==> config.mk <==
export PLATFORM = sky130hd
export DESIGN_NAME = stream_fifo_buf
export DESIGN_NICKNAME = d
export VERILOG_FILES = /design/src/rtl/stream_pkg.sv /design/src/rtl/stream_fifo_mem.sv /design/src/rtl/stream_fifo_buf.sv
export SDC_FILE = /design/constraint.sdc
export NUM_CORES = 1
export LEC_CHECK = 0
export ABC_CLOCK_PERIOD_IN_PS = 6500
export CORE_MARGIN = 5
export CORE_UTILIZATION = 40
export DETAILED_ROUTE_END_ITERATION = 6
export SYNTH_ARGS = -nofsm -noshare
export SYNTH_HDL_FRONTEND = slang
export SYNTH_SLANG_ARGS = --single-unit
==> constraint.sdc <==
create_clock -name clk -period 6.5 [get_ports clk]
set_input_delay 1.95 -clock clk [delete_from_list [all_inputs] [get_ports clk]]
set_output_delay 1.95 -clock clk [all_outputs]
set_load 0.005 [all_outputs]
==> src/rtl/stream_pkg.sv <==
// stream_pkg: shared definitions for the stream FIFO buffer.
//   DATA_WIDTH_DEF : default payload width (24-bit packed RGB + sop + eop)
//   SOP_BIT/EOP_BIT: flag positions inside the payload (the buffer only carries them)
//   level_w()      : width needed to hold a fill level of 0..depth
package stream_pkg;

  localparam int DATA_WIDTH_DEF = 26;
  localparam int SOP_BIT        = 24;
  localparam int EOP_BIT        = 25;

  function automatic int level_w(input int depth);
    return $clog2(depth + 1);
  endfunction

endpackage

==> src/rtl/stream_fifo_mem.sv <==
// stream_fifo_mem: DEPTH x DATA_WIDTH register array, one synchronous write
// port and one asynchronous read port. Contents are not reset.
//   clk     : clock
//   wr_en   : write strobe
//   wr_addr : write address
//   wr_data : write payload
//   rd_addr : read address
//   rd_data : combinational read data at rd_addr
module stream_fifo_mem
  import stream_pkg::*;
#(
  parameter int DATA_WIDTH = DATA_WIDTH_DEF,
  parameter int DEPTH      = 4
) (
  input  logic                     clk,
  input  logic                     wr_en,
  input  logic [$clog2(DEPTH)-1:0] wr_addr,
  input  logic [DATA_WIDTH-1:0]    wr_data,
  input  logic [$clog2(DEPTH)-1:0] rd_addr,
  output logic [DATA_WIDTH-1:0]    rd_data
);

  logic [DATA_WIDTH-1:0] mem_q [DEPTH];

  always_ff @(posedge clk) begin
    if (wr_en) begin
      mem_q[wr_addr] <= wr_data;
    end
  end

  assign rd_data = mem_q[rd_addr];

endmodule

==> src/rtl/stream_fifo_buf.sv <==
// stream_fifo_buf: valid/ready stream buffer, ready latency 0 on both sides.
//   clk, rst_n            : clock, synchronous active-low reset
//   flush                 : discard all stored beats (beat offered this cycle is dropped)
//   valid_in/data_in      : upstream beat, ready_out = ~full & ~flush
//   valid_out/data_out    : downstream beat (data_out is zero when not valid)
//   ready_in              : downstream accept
//   level, almost_full    : fill level and level >= AFULL_LEVEL, from registered state
// Optional macro STREAM_FIFO_BYPASS_EN: when empty and both sides are ready, the
// beat passes straight through combinationally without being stored.
module stream_fifo_buf
  import stream_pkg::*;
#(
  parameter int DATA_WIDTH  = DATA_WIDTH_DEF,
  parameter int DEPTH       = 4,
  parameter int AFULL_LEVEL = 3
) (
  input  logic                       clk,
  input  logic                       rst_n,
  input  logic                       flush,
  input  logic                       valid_in,
  input  logic [DATA_WIDTH-1:0]      data_in,
  output logic                       ready_out,
  output logic                       valid_out,
  output logic [DATA_WIDTH-1:0]      data_out,
  input  logic                       ready_in,
  output logic [$clog2(DEPTH+1)-1:0] level,
  output logic                       almost_full
);

  localparam int PW = $clog2(DEPTH);
  localparam int LW = level_w(DEPTH);

  logic [LW-1:0] level_q, level_d;
  logic [PW-1:0] wr_ptr_q, wr_ptr_d;
  logic [PW-1:0] rd_ptr_q, rd_ptr_d;
  logic [DATA_WIDTH-1:0] rd_data;
  logic full, empty, push, pop, bypass;

  assign full  = (level_q == LW'(DEPTH));
  assign empty = (level_q == '0);

  assign ready_out = ~full & ~flush;

`ifdef STREAM_FIFO_BYPASS_EN
  assign bypass = empty & valid_in & ready_in & ~flush;
`else
  assign bypass = 1'b0;
`endif

  // A bypassed beat is consumed downstream in the same cycle, so it is neither
  // stored nor popped.
  assign push = valid_in & ready_out & ~bypass;
  assign pop  = ~empty & ready_in & ~flush;

  always_comb begin
    level_d  = level_q;
    wr_ptr_d = wr_ptr_q;
    rd_ptr_d = rd_ptr_q;
    if (flush) begin
      level_d  = '0;
      wr_ptr_d = '0;
      rd_ptr_d = '0;
    end else begin
      if (push) wr_ptr_d = wr_ptr_q + 1'b1;
      if (pop)  rd_ptr_d = rd_ptr_q + 1'b1;
      case ({push, pop})
        2'b10:   level_d = level_q + 1'b1;
        2'b01:   level_d = level_q - 1'b1;
        default: level_d = level_q;
      endcase
    end
  end

  always_ff @(posedge clk) begin
    if (!rst_n) begin
      level_q  <= '0;
      wr_ptr_q <= '0;
      rd_ptr_q <= '0;
    end else begin
      level_q  <= level_d;
      wr_ptr_q <= wr_ptr_d;
      rd_ptr_q <= rd_ptr_d;
    end
  end

  stream_fifo_mem #(
    .DATA_WIDTH (DATA_WIDTH),
    .DEPTH      (DEPTH)
  ) u_mem (
    .clk     (clk),
    .wr_en   (push),
    .wr_addr (wr_ptr_q),
    .wr_data (data_in),
    .rd_addr (rd_ptr_q),
    .rd_data (rd_data)
  );

  always_comb begin
    valid_out = ~empty;
    data_out  = empty ? '0 : rd_data;
    if (bypass) begin
      valid_out = 1'b1;
      data_out  = data_in;
    end
  end

  assign level       = level_q;
  assign almost_full = (level_q >= LW'(AFULL_LEVEL));

endmodule
==> impl_summary.log <==
[metrics] status: finished clean
[metrics] clk_lat worst skew: around 0.50 ns
[metrics] CTS H-tree depth: 4
[metrics] multi-input logic area: 1054 um2
[metrics] number of antenna repair diodes: 0
[metrics] number of core rows: 38
[metrics] area of the die: 13310 um2
[metrics] worst hold slack: 0.4931 ns
[metrics] Sequential Area: 3304 um2
[metrics] worst hold stages: 2
[metrics] Crit Path Max Fanout: 5
[metrics] Post CTS Setup Buffer Count: 0
[metrics] Synth Net Count: 261
[metrics] First-pass DRT Iterations: 4
[metrics] GR Overflow Total: 0
[metrics] synth-to-layout area growth: 30.23%
[metrics] hold violation count in the final report: 0
[metrics] Iter 0 DRT Violations: 82
[metrics] proportion of power drawn by combinational gates: 0.038
[metrics] antenna violations before repair: 0
[metrics] core footprint: 10840 um2
[metrics] Vias/cell: 4.869
[metrics] internal power consumption: 1458 uW
[metrics] register-to-register path setup slack: 4.06 ns
[metrics] Syn Std Cell Area: 4441 um2
[metrics] kind of start point of the critical path: input pin
[metrics] number of global-route vias before repair: 2357
[metrics] detail-routed net length per standard cell: 17.09 um
[metrics] slew margin rel.: 0.3634
[metrics] Die Y-Extent: 115.4 um
[metrics] CTS sink cnt: 113
[metrics] data required time at the worst endpoint: 4.55 ns
[metrics] Arrival @ worst endpoint: just over 3 ns
[metrics] fraction of the cycle the final worst path needs: 0.7710
[metrics] clock network power share: 0.507
[metrics] Critical Path End Type: primary output
[metrics] most common library cell in the layout ignoring fill and taps: sky130_fd_sc_hd__edfxtp_1
[metrics] overall via count from detail_route: 2191
[metrics] Root Buffer: sky130_fd_sc_hd__clkbuf_8
[metrics] number of storage elements in the synthesis netlist: 113
[metrics] commonest cells after routing, fill and taps aside: 104 x sky130_fd_sc_hd__edfxtp_1, 62 x sky130_fd_sc_hd__clkdlybuf4s50_1, 29 x sky130_fd_sc_hd__nor2b_1, 26 x sky130_fd_sc_hd__mux4_2, 16 x sky130_fd_sc_hd__clkbuf_16
[metrics] net switching power of the design: 321.1 uW
[metrics] fraction of the yosys area taken by sequential cells: 0.7439
[metrics] number of distinct library cells after synthesis: 26
[metrics] Synth Warn #: 0
[metrics] count of boundary I/O pins: 63
[metrics] Final Setup Violations: 0
[metrics] Sw Ratio: 0.1805
[metrics] number of gates resized after CTS: 0
[metrics] Fin Setup TNS: 0 ns
[metrics] number of nets in the layout: between 300 and 400
[metrics] DRC violations left: 0
[metrics] worst-case clock skew: ~0.011 ns
[metrics] fraction of registers with async set or reset after synthesis: 0
[metrics] number of non-filler instances in the completed layout: 450
[metrics] first-pass GRT wire length: 12020 um
[metrics] cts-stage hold buffer count: 0
[metrics] CTS tree: yes
[metrics] effective utilization at floorplan: 0.4096
[metrics] classification of the worst setup path: input pin to primary output
[metrics] GRT Overall Usage: 0.1262
[metrics] number of instances in the synthesized netlist: 224
[metrics] Post-DP HPWL: 4404 um
[metrics] power density over the cells: between 300 and 400 nW/um2
[metrics] final number of max-transition violations: 0
[metrics] worst supply voltage drop on vdd: ~0.16 mV
[metrics] fraction of power consumed by sequential logic: 0.455
[metrics] Avg Synthesized Cell Area: between 15 and 20 um2
[metrics] final wirelength: 7689 um
[metrics] most used flip-flop cell after synthesis: sky130_fd_sc_hd__edfxtp_1
[metrics] number of flops mapped to enable cells by yosys: approximately 100
[metrics] Pleak: around 0.0019 uW
[metrics] max-cap check violation count: 0
[metrics] unrepaired setup endpoints after global routing: no
[metrics] total instance count after detailed placement: 418
[metrics] fill cell instance count of the final layout: between 800 and 900
[metrics] horizontal extent of the die: 115.4 um
[metrics] Num CTS Buffers: 17
[metrics] clock input transition at the sequential cells of the worst setup and hold paths: 0.05 ns
[metrics] layout cells sized above 1: 0.2000
[metrics] largest net degree at the start of global routing: 30
[metrics] max frequency: 199.6 MHz
[metrics] path depth of the worst reg2reg path: 9
[metrics] Overall Power: 1779 uW
[metrics] final critical delay including setup and external delays: 5.011 ns
[metrics] path category of the worst min-delay check: register to register
[metrics] slew at the pin with the worst max-slew slack: 0.9549 ns
[metrics] maximum buffer depth of the clock tree: 2
[metrics] number of antenna-violating nets in the routed design: 0
[metrics] RD Place Congestion: 0.7333
[metrics] input/output buffers: 62
path summary, 6_finish.rpt:
kind / from / to
worst min register to register: rd_ptr_q[1] / rd_ptr_q[1]
worst max register to register: level[2] / level[2]
worst max-delay path: flush / ready_out
worst min-delay path: rd_ptr_q[1] / rd_ptr_q[1]
cell type report:
class | count | share of cell area
Inverter | 7 | 0.004543
Clock inverter | 14 | 0.02942
Multi-Input combinational cell | 94 | 0.1822
Tap cell | 140 | 0.03029
Clock buffer | 18 | 0.07226
Sequential cell | 113 | 0.5714
Timing Repair Buffer | 64 | 0.1099
logic make-up after synthesis:
kind of cell	Yosys count	synth area share
DFF	113	0.7439
muxes	27	0.1341
AOI/OAI and AO/OA	9	0.01183
xor gates and xnor gates	3	0.005918
and+or+nand+nor	49	0.06452
buffers and inverters	17	0.02113
adders and majority gates	6	0.01860
sequential cells by signal, summed over array words and instances (netlist names), named ones only:
signal / count
u_mem.mem_q: 104
level: 3
rd_ptr_q: 2
wr_ptr_q: 2
worst max-delay path, cell delays in order:
cell and delay, ns:
sky130_fd_sc_hd__clkdlybuf4s50_1 0.47, sky130_fd_sc_hd__nor2b_1 0.13, sky130_fd_sc_hd__clkdlybuf4s50_1 0.51
through the flow:
| step | cell area (um2) | setup WS (ns) | util |
|---|---|---|---|
| final | 5783 | 1.489 | 0.5335 |
| after global routing | 5783 | 1.428 | 0.5335 |
| after CTS | 5783 | 1.480 | 0.5335 |
| after detailed placement | 5195 | 1.499 | 0.4792 |
| after global placement | 5195 | 1.496 | 0.4792 |
| after floorplan | 4441 | 2.485 | - |
synth_stat cells, types with 2 or more instances:
cell type | number | area (um2)
sky130_fd_sc_hd__inv_1 | 7 | 26.28
sky130_fd_sc_hd__a21oi_1 | 4 | 20.02
sky130_fd_sc_hd__buf_2 | 5 | 25.02
sky130_fd_sc_hd__ha_1 | 5 | 62.56
sky130_fd_sc_hd__dfxtp_1 | 9 | 180.2
sky130_fd_sc_hd__mux4_2 | 26 | 585.6
sky130_fd_sc_hd__xor2_1 | 3 | 26.28
sky130_fd_sc_hd__nor2b_1 | 29 | 181.4
sky130_fd_sc_hd__a21o_1 | 2 | 15.01
sky130_fd_sc_hd__o21ai_0 | 2 | 10.01
sky130_fd_sc_hd__or3_1 | 2 | 12.51
sky130_fd_sc_hd__nor2_1 | 6 | 22.52
sky130_fd_sc_hd__edfxtp_1 | 104 | 3123
sky130_fd_sc_hd__buf_6 | 3 | 33.78
sky130_fd_sc_hd__and3_1 | 4 | 25.02
sky130_fd_sc_hd__nand2_1 | 3 | 11.26
per-layer routing:
metal / track usage / vias up / share of wire
met3: 0.05263 / 8 / 0.048
met2: 0.2099 / 50 / 0.53
li1: - / 1028 / -
met5: 0 / - / 0
met1: 0.1479 / 1105 / 0.42
met4: 0.04460 / 0 / 0.010
power groups by stage:
| stage | sequential [uW] | combinational [uW] | clock, uW |
|---|---|---|---|
| 6_report | 810 | 68.2 | 901 |
| 5_1_grt | 810 | 74.4 | 955 |
| 4_1_cts | 810 | 69.9 | 917 |
| 3_5_place_dp | 824 | 69.3 | 0 |
| 3_3_place_gp | 824 | 68.2 | 0 |
| 2_1_floorplan | 822 | 28.0 | 0 |
No activity file was read; power rests on OpenSTA's default activity.
